## src/rtl/frv_pipeline_memory_pkg.sv

```systemverilog
// Shared constants, encodings and the s4 payload layout for the frv memory stage.
package frv_pipeline_memory_pkg;

    localparam int XLEN       = 32;
    localparam int PIPE_REG_W = 82;

    // uop bit positions for LSU operations
    localparam int LSU_LOAD     = 0;
    localparam int LSU_STORE    = 1;
    localparam int LSU_SIGNED   = 2;
    localparam int LSU_WIDTH_LO = 3;

    // functional unit one-hot bit positions
    localparam int FU_ALU = 0;
    localparam int FU_LSU = 2;

    localparam logic [XLEN-1:0] TRAP_LDALIGN  = 32'd4;
    localparam logic [XLEN-1:0] TRAP_LDACCESS = 32'd5;
    localparam logic [XLEN-1:0] TRAP_STALIGN  = 32'd6;
    localparam logic [XLEN-1:0] TRAP_STACCESS = 32'd7;

    typedef enum logic [1:0] {
        LSU_BYTE = 2'b00,
        LSU_HALF = 2'b01,
        LSU_WORD = 2'b10
    } lsu_width_t;

    typedef enum logic [1:0] {
        ST_IDLE,
        ST_WAIT_RSP,
        ST_DONE,
        ST_DRAIN
    } mem_state_t;

    typedef struct packed {
        logic [4:0]      rd;
        logic [XLEN-1:0] opr_a;
        logic [XLEN-1:0] opr_b;
        logic [4:0]      uop;
        logic [4:0]      fu;
        logic            trap;
        logic [1:0]      size;
    } s4_pipe_t;

    function automatic logic is_misaligned(input lsu_width_t width, input logic [1:0] addr_lo);
        return ((width == LSU_HALF) && addr_lo[0]) ||
               ((width == LSU_WORD) && (addr_lo != 2'b00));
    endfunction

endpackage

```

## src/rtl/frv_lsu_format.sv

```systemverilog
// Combinational store lane replication / byte strobes and load byte extraction.
module frv_lsu_format
    import frv_pipeline_memory_pkg::*;
(
    input  logic [1:0]      i_addr_lo,
    input  lsu_width_t      i_width,
    input  logic            i_signed,
    input  logic [XLEN-1:0] i_wdata,
    input  logic [XLEN-1:0] i_rdata,
    output logic [3:0]      o_strb,
    output logic [XLEN-1:0] o_wdata,
    output logic [XLEN-1:0] o_rdata
);

    logic [XLEN-1:0] w_shift;

    assign w_shift = i_rdata >> {i_addr_lo, 3'b000};

    always_comb begin
        // NOTE: every output gets a default first so no path infers a latch.
        o_strb  = 4'b1111;
        o_wdata = i_wdata;
        o_rdata = w_shift;
        case (i_width)
            LSU_BYTE: begin
                o_strb  = 4'b0001 << i_addr_lo;
                o_wdata = {4{i_wdata[7:0]}};
                o_rdata = {{24{i_signed & w_shift[7]}}, w_shift[7:0]};
            end
            LSU_HALF: begin
                o_strb  = 4'b0011 << i_addr_lo;
                o_wdata = {2{i_wdata[15:0]}};
                o_rdata = {{16{i_signed & w_shift[15]}}, w_shift[15:0]};
            end
            default: ;
        endcase
    end

endmodule

```

## src/rtl/frv_pipeline_memory.sv

```systemverilog
// frv memory stage: single-outstanding data bus master feeding the s4 pipeline register.
module frv_pipeline_memory
    import frv_pipeline_memory_pkg::*;
(
    input  logic            g_clk,
    input  logic            g_resetn,
    input  logic            flush,
    input  logic [4:0]      s3_rd,
    input  logic [XLEN-1:0] s3_opr_a,
    input  logic [XLEN-1:0] s3_opr_b,
    input  logic [4:0]      s3_uop,
    input  logic [4:0]      s3_fu,
    input  logic            s3_trap,
    input  logic [1:0]      s3_size,
    input  logic [31:0]     s3_instr,
    input  logic            s3_valid,
    output logic            s3_busy,
    output logic [4:0]      fwd_s3_rd,
    output logic [XLEN-1:0] fwd_s3_wdata,
    output logic            fwd_s3_load,
    output logic            dmem_req,
    input  logic            dmem_gnt,
    output logic            dmem_wen,
    output logic [3:0]      dmem_strb,
    output logic [31:0]     dmem_addr,
    output logic [31:0]     dmem_wdata,
    input  logic            dmem_recv,
    output logic            dmem_ack,
    input  logic            dmem_error,
    input  logic [31:0]     dmem_rdata,
    output logic [4:0]      s4_rd,
    output logic [XLEN-1:0] s4_opr_a,
    output logic [XLEN-1:0] s4_opr_b,
    output logic [4:0]      s4_uop,
    output logic [4:0]      s4_fu,
    output logic            s4_trap,
    output logic [1:0]      s4_size,
    output logic            s4_valid,
    input  logic            s4_busy
);

    mem_state_t            r_state, w_next_state;
    logic [PIPE_REG_W-1:0] r_s4;
    logic                  r_s4_valid;
    logic [XLEN-1:0]       r_rsp_data;
    logic                  r_rsp_err;

    logic            w_load, w_store, w_misaligned, w_mem_op;
    logic            w_stall, w_lsu_push, w_pass_push, w_from_mem;
    logic            w_rsp_err;
    logic [XLEN-1:0] w_fmt_rdata, w_rsp_data;
    lsu_width_t      w_width;
    s4_pipe_t        w_s4_next, w_s4;
    logic            w_unused;

    assign w_unused     = &{1'b0, s3_instr};
    assign w_load       = s3_fu[FU_LSU] && s3_uop[LSU_LOAD];
    assign w_store      = s3_fu[FU_LSU] && s3_uop[LSU_STORE];
    assign w_width      = lsu_width_t'(s3_uop[LSU_WIDTH_LO+:2]);
    assign w_misaligned = (w_load || w_store) && !s3_trap && is_misaligned(w_width, s3_opr_a[1:0]);
    assign w_mem_op     = s3_valid && (w_load || w_store) && !s3_trap && !w_misaligned;

    frv_lsu_format u_format (
        .i_addr_lo (s3_opr_a[1:0]),
        .i_width   (w_width),
        .i_signed  (s3_uop[LSU_SIGNED]),
        .i_wdata   (s3_opr_b),
        .i_rdata   (dmem_rdata),
        .o_strb    (dmem_strb),
        .o_wdata   (dmem_wdata),
        .o_rdata   (w_fmt_rdata)
    );

    assign dmem_addr    = {s3_opr_a[31:2], 2'b00};
    assign dmem_wen     = w_store;
    assign dmem_ack     = 1'b1;
    assign fwd_s3_rd    = s3_rd;
    assign fwd_s3_wdata = s3_opr_a;
    assign fwd_s3_load  = s3_valid && w_load;

    always_ff @(posedge g_clk) begin
        // NOTE: sequential state is written only with non-blocking assignments.
        if (!g_resetn) r_state <= ST_IDLE;
        else           r_state <= w_next_state;
    end

    always_comb begin
        w_next_state = r_state;
        case (r_state)
            ST_IDLE:     if (dmem_req && dmem_gnt) w_next_state = ST_WAIT_RSP;
            ST_WAIT_RSP: begin
                if (flush)          w_next_state = dmem_recv ? ST_IDLE : ST_DRAIN;
                else if (dmem_recv) w_next_state = s4_busy ? ST_DONE : ST_IDLE;
            end
            ST_DONE:     if (flush || !s4_busy) w_next_state = ST_IDLE;
            ST_DRAIN:    if (dmem_recv) w_next_state = ST_IDLE;
            default:     w_next_state = ST_IDLE;
        endcase
    end

    // The held s3 op is released only in the cycle its result enters s4.
    always_comb begin
        w_stall     = s4_valid && s4_busy;
        dmem_req    = (r_state == ST_IDLE) && w_mem_op && !flush;
        w_lsu_push  = !flush && !s4_busy &&
                      (((r_state == ST_WAIT_RSP) && dmem_recv) || (r_state == ST_DONE));
        w_pass_push = (r_state == ST_IDLE) && s3_valid && !w_mem_op && !w_stall && !flush;
        s3_busy     = !w_lsu_push && ((r_state != ST_IDLE) || w_mem_op || w_stall);
    end

    always_ff @(posedge g_clk) begin
        if (!g_resetn) begin
            r_rsp_data <= '0;
            r_rsp_err  <= 1'b0;
        end else if ((r_state == ST_WAIT_RSP) && dmem_recv) begin
            r_rsp_data <= w_fmt_rdata;
            r_rsp_err  <= dmem_error;
        end
    end

    assign w_from_mem = (r_state != ST_IDLE);
    assign w_rsp_data = (r_state == ST_DONE) ? r_rsp_data : w_fmt_rdata;
    assign w_rsp_err  = (r_state == ST_DONE) ? r_rsp_err  : dmem_error;

    always_comb begin
        w_s4_next.rd    = s3_rd;
        w_s4_next.uop   = s3_uop;
        w_s4_next.fu    = s3_fu;
        w_s4_next.size  = s3_size;
        w_s4_next.trap  = s3_trap || w_misaligned || (w_from_mem && w_rsp_err);
        w_s4_next.opr_a = (w_from_mem && w_load && !w_rsp_err) ? w_rsp_data : s3_opr_a;
        w_s4_next.opr_b = s3_opr_b;
        if (s3_trap)                      w_s4_next.opr_b = s3_opr_b;
        else if (w_misaligned)            w_s4_next.opr_b = w_load ? TRAP_LDALIGN : TRAP_STALIGN;
        else if (w_from_mem && w_rsp_err) w_s4_next.opr_b = w_load ? TRAP_LDACCESS : TRAP_STACCESS;
    end

    always_ff @(posedge g_clk) begin
        if (!g_resetn) begin
            r_s4_valid <= 1'b0;
            r_s4       <= '0;
        end else if (flush) begin
            r_s4_valid <= 1'b0;
        end else if (w_lsu_push || w_pass_push) begin
            r_s4_valid <= 1'b1;
            r_s4       <= w_s4_next;
        end else if (!s4_busy) begin
            r_s4_valid <= 1'b0;
        end
    end

    assign w_s4     = s4_pipe_t'(r_s4);
    assign s4_valid = r_s4_valid;
    assign s4_rd    = w_s4.rd;
    assign s4_opr_a = w_s4.opr_a;
    assign s4_opr_b = w_s4.opr_b;
    assign s4_uop   = w_s4.uop;
    assign s4_fu    = w_s4.fu;
    assign s4_trap  = w_s4.trap;
    assign s4_size  = w_s4.size;

endmodule

```

## config.mk

```make
export PLATFORM = sky130hd
export DESIGN_NAME = frv_pipeline_memory
export DESIGN_NICKNAME = d
export VERILOG_FILES = /design/src/rtl/frv_pipeline_memory_pkg.sv /design/src/rtl/frv_lsu_format.sv /design/src/rtl/frv_pipeline_memory.sv
export SDC_FILE = /design/constraint.sdc
export NUM_CORES = 1
export LEC_CHECK = 0
export CAP_MARGIN = 20
export CORE_ASPECT_RATIO = 1.5
export CORE_MARGIN = 8
export CORE_UTILIZATION = 45
export DETAILED_ROUTE_END_ITERATION = 12
export PLACE_DENSITY = 0.94
export SLEW_MARGIN = 20
export SYNTH_ARGS = -nofsm -noshare
export SYNTH_HDL_FRONTEND = slang
export SYNTH_HIERARCHICAL = 1
export SYNTH_SLANG_ARGS = --single-unit
```

## constraint.sdc

```tcl
create_clock -name g_clk -period 3.95 [get_ports g_clk]
set_input_delay 0.79 -clock g_clk [delete_from_list [all_inputs] [get_ports g_clk]]
set_output_delay 0.79 -clock g_clk [all_outputs]
set_load 0.1 [all_outputs]
```

==> impl_results.md, run 1 <==
* Worst-path clk slew at 0.05 ns
* Number of global-route vias before repair at between 7,000 and 8,000
* Synth unique cells at 48
* CTS root buf: clkbuf_16
* Drt first pass iters at 5
* Worst R2R End: r_s4[49]
* Skew final at 0.01255 ns
* Setup bufs post-CTS at 0
* Sum of buffers and inverters on the critical path at 3
* CTS tree: done
* Antenna diode count at 0
* Number of buffers created by CTS at 17
* Routed Antenna Nets at 0
* Area grow syn2layout at 46.29%
* Min cycle time layout at 3.381 ns
* Relative slew margins at 30.00%
* Final WS setup at ~0.57 ns
* Core area at 0.01563 sq mm
* First-pass GRT wire length at roughly 42,000 microns
* Outcome: completed
* R2R depth at 5
* Syn avg cell area at 7.992 sq um
* Port bufs at 311
* Max_cap viols at 0
* RSZ-0062 raised after global routing: false
* Total grt overflow at 0
* Tcrit/Tclk final at 85.60%
* Main flop type after synthesis: dfxtp_1
* Pre-CTS WS at 0.5445 ns
* Final hold viol count at 0
* Hold path depth at 2
* Critical path startpoint category: input pin
* Post-Syn Instances at 896
* Register area share after synthesis at 32.99%
* Flop-to-flop setup slack at 1.52 ns
* Setup TNS at 0 ns
* Post-CTS Hold Buffers at 0
* DRT Wirelength at 26,990 microns
* RR Startpoint: r_state[0]
* Clock Latency Late Sink at 0.42 ns
* Worst VDD drop at 273.6 uV
* Achievable clock frequency at 295.8 MHz
* Critical-path cell list: clkdlybuf4s50_1, nor4b_2, inv_1, nor3_2, buf_12
* Initial antenna violation count at 1
* Classification of the worst setup path: input pin to output port
* Post-cts sizing count at 0
* CTS Sinks at around 120
* Slew Viols, Final at 0
* Row cnt at 56
* Layout cell share with drive strength beyond 1 at 19.10%
* Worst path top cell family by delay: buffers and inverters
* Largest net degree at the start of global routing at 85
* Post-synth EDFFs at 0
* Nets at 1,235
* CP Capture Type: output port
* DR WL/cell at 20.81 microns
* Die Y at 170.5 microns
* Via/cell ratio at just under 6
* Placer Congestion at 0.8195
* Min-Delay Path Class: flip-flop to flip-flop
* YS warnings at 6
* Worst-margin pin slew at 1.047 ns
* Hold endpoint: r_rsp_data[3]
* Dpl hpwl at 19,680 microns
* Area of the mapped netlist at 0.007161 sq mm
* Worst Hold Launch: r_rsp_data[3]
* Setup Viol. Count Final at 0
* Total GRT Usage at 25.34%
* H-tree levels at 4
* Slowest-stage cell, CP: clkdlybuf4s50_1
* Flops & latches, synth at 118
* Non-filler cells, final at 1,297
* Starting density of the core at 45.83%
* Residual DRC at 0
* Data required time of the critical path at 3.16 ns
* Die X at roughly 120 microns
* Crit path DAT at 2.59 ns
* Leak at between 3 and 4 nW
* Routed vias at 7,548
* Initial DRC Count at 468
* Die area at 0.02029 sq mm
* Power Density at between 400 and 500 mW/mm^2
* Largest stage delay, worst path at 0.61 ns
* Async set-reset flop share out of synthesis at 0%
* Placed cell count at approximately 1,300
* CTS Buffer Depth at 2
* Max FO, Critical Path at 7
* Io pins at around 350
[cell usage in the layout (no fill, tap or decap), types with 6 or more instances in the layout]
| master | count |
|---|---|
| buf_4 | 94 |
| nor2_1 | 7 |
| mux2_2 | 24 |
| buf_12 | 33 |
| o211ai_1 | 46 |
| dfxtp_1 | 118 |
| a21oi_1 | 130 |
| nand3_1 | 80 |
| o21ai_0 | 29 |
| o221ai_1 | 33 |
| nand2_1 | 135 |
| or2_2 | 7 |
| clkbuf_16 | 17 |
| mux2i_1 | 55 |
| nand3b_1 | 6 |
| clkdlybuf4s50_1 | 203 |
| o21ai_1 | 9 |
[worst register-to-register path: stages (launching register included)]
cell and delay [ns]:
dfxtp_1 0.44, nor4b_2 0.55, o211a_4 0.54, buf_4 0.46
o221ai_1 0.21, a21oi_1 0.17
[how the worst max path moves through the flow]
| stage | cells past startpoint | startpoint | slack (ns) | endpoint |
|---|---|---|---|---|
| 5_1_grt | 7 | s3_uop[4] | 0.46 | s3_busy |
| 3_5_place_dp | 7 | s3_uop[4] | 0.54 | r_s4[47] |
| 6_report | 5 | flush | 0.57 | dmem_req |
| 3_3_place_gp | 7 | s3_uop[4] | 0.58 | r_s4[49] |
| 2_1_floorplan | 2 | s4_valid | 0.24 | s3_busy |
| 4_1_cts | 7 | s3_uop[4] | 0.59 | s3_busy |
[metal layers]
layer	up-vias	global-route usage, %	part of all wire, %
li1	3507	-	-
met4	2	11.65	3.6
met3	70	8.611	8.4
met5	-	0	0.056
met2	391	44.30	51
met1	3578	27.01	37
[power breakdown]
part / switching (mW) / internal [mW] / total, mW
clock network: 0.604 / 1.06 / 1.66
registers: 0.0223 / 1.23 / 1.26
logic: 1.12 / 0.435 / 1.55
total: 1.75 / 2.73 / 4.47
[cells by family after synthesis]
group	share of synthesized area, %
buffers and inverters	14.28
other	0.1049
AOI/OAI and AO/OA	24.04
DFF	32.99
and+or+nand+nor	16.70
muxes	11.88
[metrics by stage]
step	hold slack [ns]	power (mW)	cell area, sq um	util, %
floorplan	0.4357	2.395	7169	-
global placement	0.4407	2.816	9846	63.01
detailed placement	0.4456	2.832	9846	63.01
CTS	0.4532	4.496	10480	67.04
global route	0.4697	4.594	10480	67.04
finish	0.4515	4.473	10480	67.04
[flip-flops by register name, summed over array words and instances, names as in the netlist]
name        flops
r_rsp_err       1
r_rsp_data     32
r_state         2
r_s4           82
s4_valid        1
[Yosys cell counts, types with 4 or more instances]
cell type | instances | area (sq um)
o21ai_0 | 38 | 190.2
dfxtp_1 | 118 | 2362
clkbuf_1 | 45 | 168.9
nand3b_1 | 6 | 45.04
mux2_2 | 24 | 270.3
buf_4 | 87 | 653.1
or2_2 | 7 | 43.79
a21oi_1 | 131 | 655.6
o211ai_1 | 46 | 345.3
nor2b_1 | 4 | 25.02
nor2_1 | 7 | 26.28
nand2_1 | 135 | 506.7
buf_2 | 28 | 140.1
nand3_1 | 80 | 400.4
mux2i_1 | 55 | 550.5
o221ai_1 | 33 | 289.0
[final cells by class]
type | count | area [sq um]
multi-input combinational | 609 | 3809
tap | 203 | 254.0
inverter | 4 | 17.52
clock inverter | 15 | 203.9
sequential | 118 | 2362
timing repair buffer | 331 | 3403
fill | 1223 | 5150
clock buffer | 17 | 425.4
Power figures use the tool's default switching activity.
==> inputs of run 2 (changes only) <==
--- a/config.mk
+++ b/config.mk
@@ -6,11 +6,11 @@
 export NUM_CORES = 1
 export LEC_CHECK = 0
 export CAP_MARGIN = 20
-export CORE_ASPECT_RATIO = 1.5
-export CORE_MARGIN = 8
-export CORE_UTILIZATION = 45
+export CORE_AREA = 2 2 133 135
 export DETAILED_ROUTE_END_ITERATION = 12
-export PLACE_DENSITY = 0.94
+export DIE_AREA = 0 0 135 137
+export PLACE_DENSITY = 0.89
+export RECOVER_POWER = 25
 export SLEW_MARGIN = 20
 export SYNTH_ARGS = -nofsm -noshare
 export SYNTH_HDL_FRONTEND = slang
==> impl_results.md, run 2 (synthesized netlist as in run 1, its figures left out) <==
* Residual DRC at 0
* Total grt overflow at 0
* Worst-path clk slew at 0.06 ns
* Post-Place Cell Area at 0.009901 sq mm
* Number of global-route vias before repair at 7,090
* Fill cells at 1,516
* Setup bufs post-CTS at 0
* Largest net degree at the start of global routing at between 70 and 80
* CP Capture Type: flip-flop
* CTS root buf: clkbuf_16
* DR WL/cell at approximately 19 microns
* Leak at 3.794 nW
* Classification of the worst setup path: input pin to flip-flop
* Power Density at roughly 420 mW/mm^2
* CTS Sinks at between 100 and 150
* Commonest cells after routing, fill and taps aside: clkdlybuf4s50_1 (202), nand2_1 (135), a21oi_1 (130)
* Sum of buffers and inverters on the critical path at 3
* Row cnt at 48
* Drt first pass iters at 5
* Clock Latency Late Sink at 0.41 ns
* Data required time of the critical path at ~4.3 ns
* Nets at 1,237
* First-pass GRT wire length at 37,490 microns
* Number of buffers created by CTS at 17
* DRT Wirelength at 24,710 microns
* Final WS setup at 0.3868 ns
* Placed cell count at 1,289
* Worst path top cell family by delay: buffers and inverters
* Initial DRC Count at 573
* Starting density of the core at 41.98%
* Min cycle time layout at between 3 and 4 ns
* Port bufs at 311
* Die Y at 137 microns
* Non-filler cells, final at 1,322
* Max_cap viols at 1
* Worst VDD drop at around 300 uV
* Setup TNS at 0 ns
* Critical path startpoint category: input pin
* Post-CTS Hold Buffers at 0
* Initial antenna violation count at 1
* Dpl hpwl at approximately 17,000 microns
* Skew final at around 0.0092 ns
* Total GRT Usage at approximately 26%
* Placer Congestion at just over 0.9
* Final hold viol count at 0
* Setup Viol. Count Final at 0
* Outcome: finished with violations
* Largest stage delay, worst path at 1.12 ns
* Core area at between 0.015 and 0.02 sq mm
* Final Cell Area at about 0.010 sq mm
* Max FO, Critical Path at 77
* Min-Delay Path Class: flip-flop to flip-flop
* Io pins at approximately 350
* Biggest regs: r_s4 x82, r_rsp_data x32, r_state x2
* Layout cell share with drive strength beyond 1 at 13.96%
* Routed Antenna Nets at 0
* Crit path DAT at 3.88 ns
* CTS tree: done
* Violated checks: capacitance limit
* Post-cts sizing count at 0
* Area grow syn2layout at 43.33%
* Commonest non-fill, non-tap cell in the layout: clkdlybuf4s50_1
* Relative slew margins at 4.351%
* H-tree levels at 4
* Routed vias at 7,455
* Slew Viols, Final at 0
* Worst-margin pin slew at about 1.4 ns
* Die area at roughly 0.018 sq mm
* Tcrit/Tclk final at 90.21%
* CTS Buffer Depth at 2
* Register with the most flip-flops: r_s4
* Via/cell ratio at 5.639
* Critical-path cell list: dlygate4sd3_1, clkinvlp_2, clkbuf_4, a211oi_1
* Achievable clock frequency at 280.6 MHz
* Slowest-stage cell, CP: clkinvlp_2
* Die X at 135 microns
* Max reg flops at 82
* RSZ-0062 raised after global routing: false
* Pre-CTS WS at about 0.6 ns
==> run 2: changes by cell type in the layout (fill, tap and decap cells not counted), sizes merged <==
cell,previous run,this run
bufinv,4,2
inv,6,3
buf,128,74
clkdlybuf4s50,203,202
clkbuf,17,79
diode,0,1
dlygate4sd3,0,1
clkinvlp,4,3
==> run 2: cell type report <==
cell class | count | area (sq um) | area share [%]
Clock inverter | 9 | 100.1 | 0.9753
Inverter | 4 | 16.27 | 0.1585
Tap cell | 225 | 281.5 | 2.743
Multi-Input combinational cell | 609 | 3809 | 37.11
Antenna cell | 1 | 2.502 | 0.02438
Sequential cell | 118 | 2362 | 23.02
Clock buffer | 23 | 478.0 | 4.657
Timing Repair Buffer | 333 | 3214 | 31.32
==> run 2: path summary, 6_finish.rpt <==
kind	slack, ns	endpoint	depth (start not counted)	startpoint
min	0.45	r_rsp_data[7]	2	r_rsp_data[7]
max	0.39	s4_valid	4	g_resetn
min reg2reg	0.45	r_rsp_data[7]	2	r_rsp_data[7]
max reg2reg	1.32	r_s4[77]	6	r_state[0]
==> run 2: routing by layer <==
layer  vias up  GRT usage, %  routed length (microns)
met1      3546         30.46                     9871
met4         0         8.449                      575
met5         -             0                        0
met3        48         6.519                     1811
li1       3516             -                        -
met2       345         45.15                    12450
==> run 2: worst reg2reg max path, cell delays in order (launching register included) <==
cell and delay (ns):
dfxtp_1 0.57, nand2b_2 0.24, buf_4 0.47, a211o_2 0.50, buf_4 0.44, nand3_1 0.15
a21oi_1 0.16
==> run 2: where the power goes <==
| group | internal (mW) | switching (mW) |
|---|---|---|
| clock network | 0.972 | 0.557 |
| logic | 0.412 | 1.11 |
| registers | 1.23 | 0.0216 |
==> run 2: through the flow <==
step / hold WS [ns] / power, mW / util (%)
global route: 0.4684 / 4.430 / 60.17
finish: 0.4527 / 4.309 / 60.17
global placement: 0.4405 / 2.809 / 58.05
detailed placement: 0.4458 / 2.825 / 58.05
CTS: 0.4533 / 4.356 / 61.44
floorplan: 0.4357 / 2.395 / -
==> inputs of run 3 (changes only) <==
--- a/config.mk
+++ b/config.mk
@@ -5,6 +5,7 @@
 export SDC_FILE = /design/constraint.sdc
 export NUM_CORES = 1
 export LEC_CHECK = 0
+export ABC_CLOCK_PERIOD_IN_PS = 3950
 export CAP_MARGIN = 20
 export CORE_AREA = 2 2 133 135
 export DETAILED_ROUTE_END_ITERATION = 12
==> results of run 3 <==
No change in the layout: final DEF, timing and power equal those of run 2.
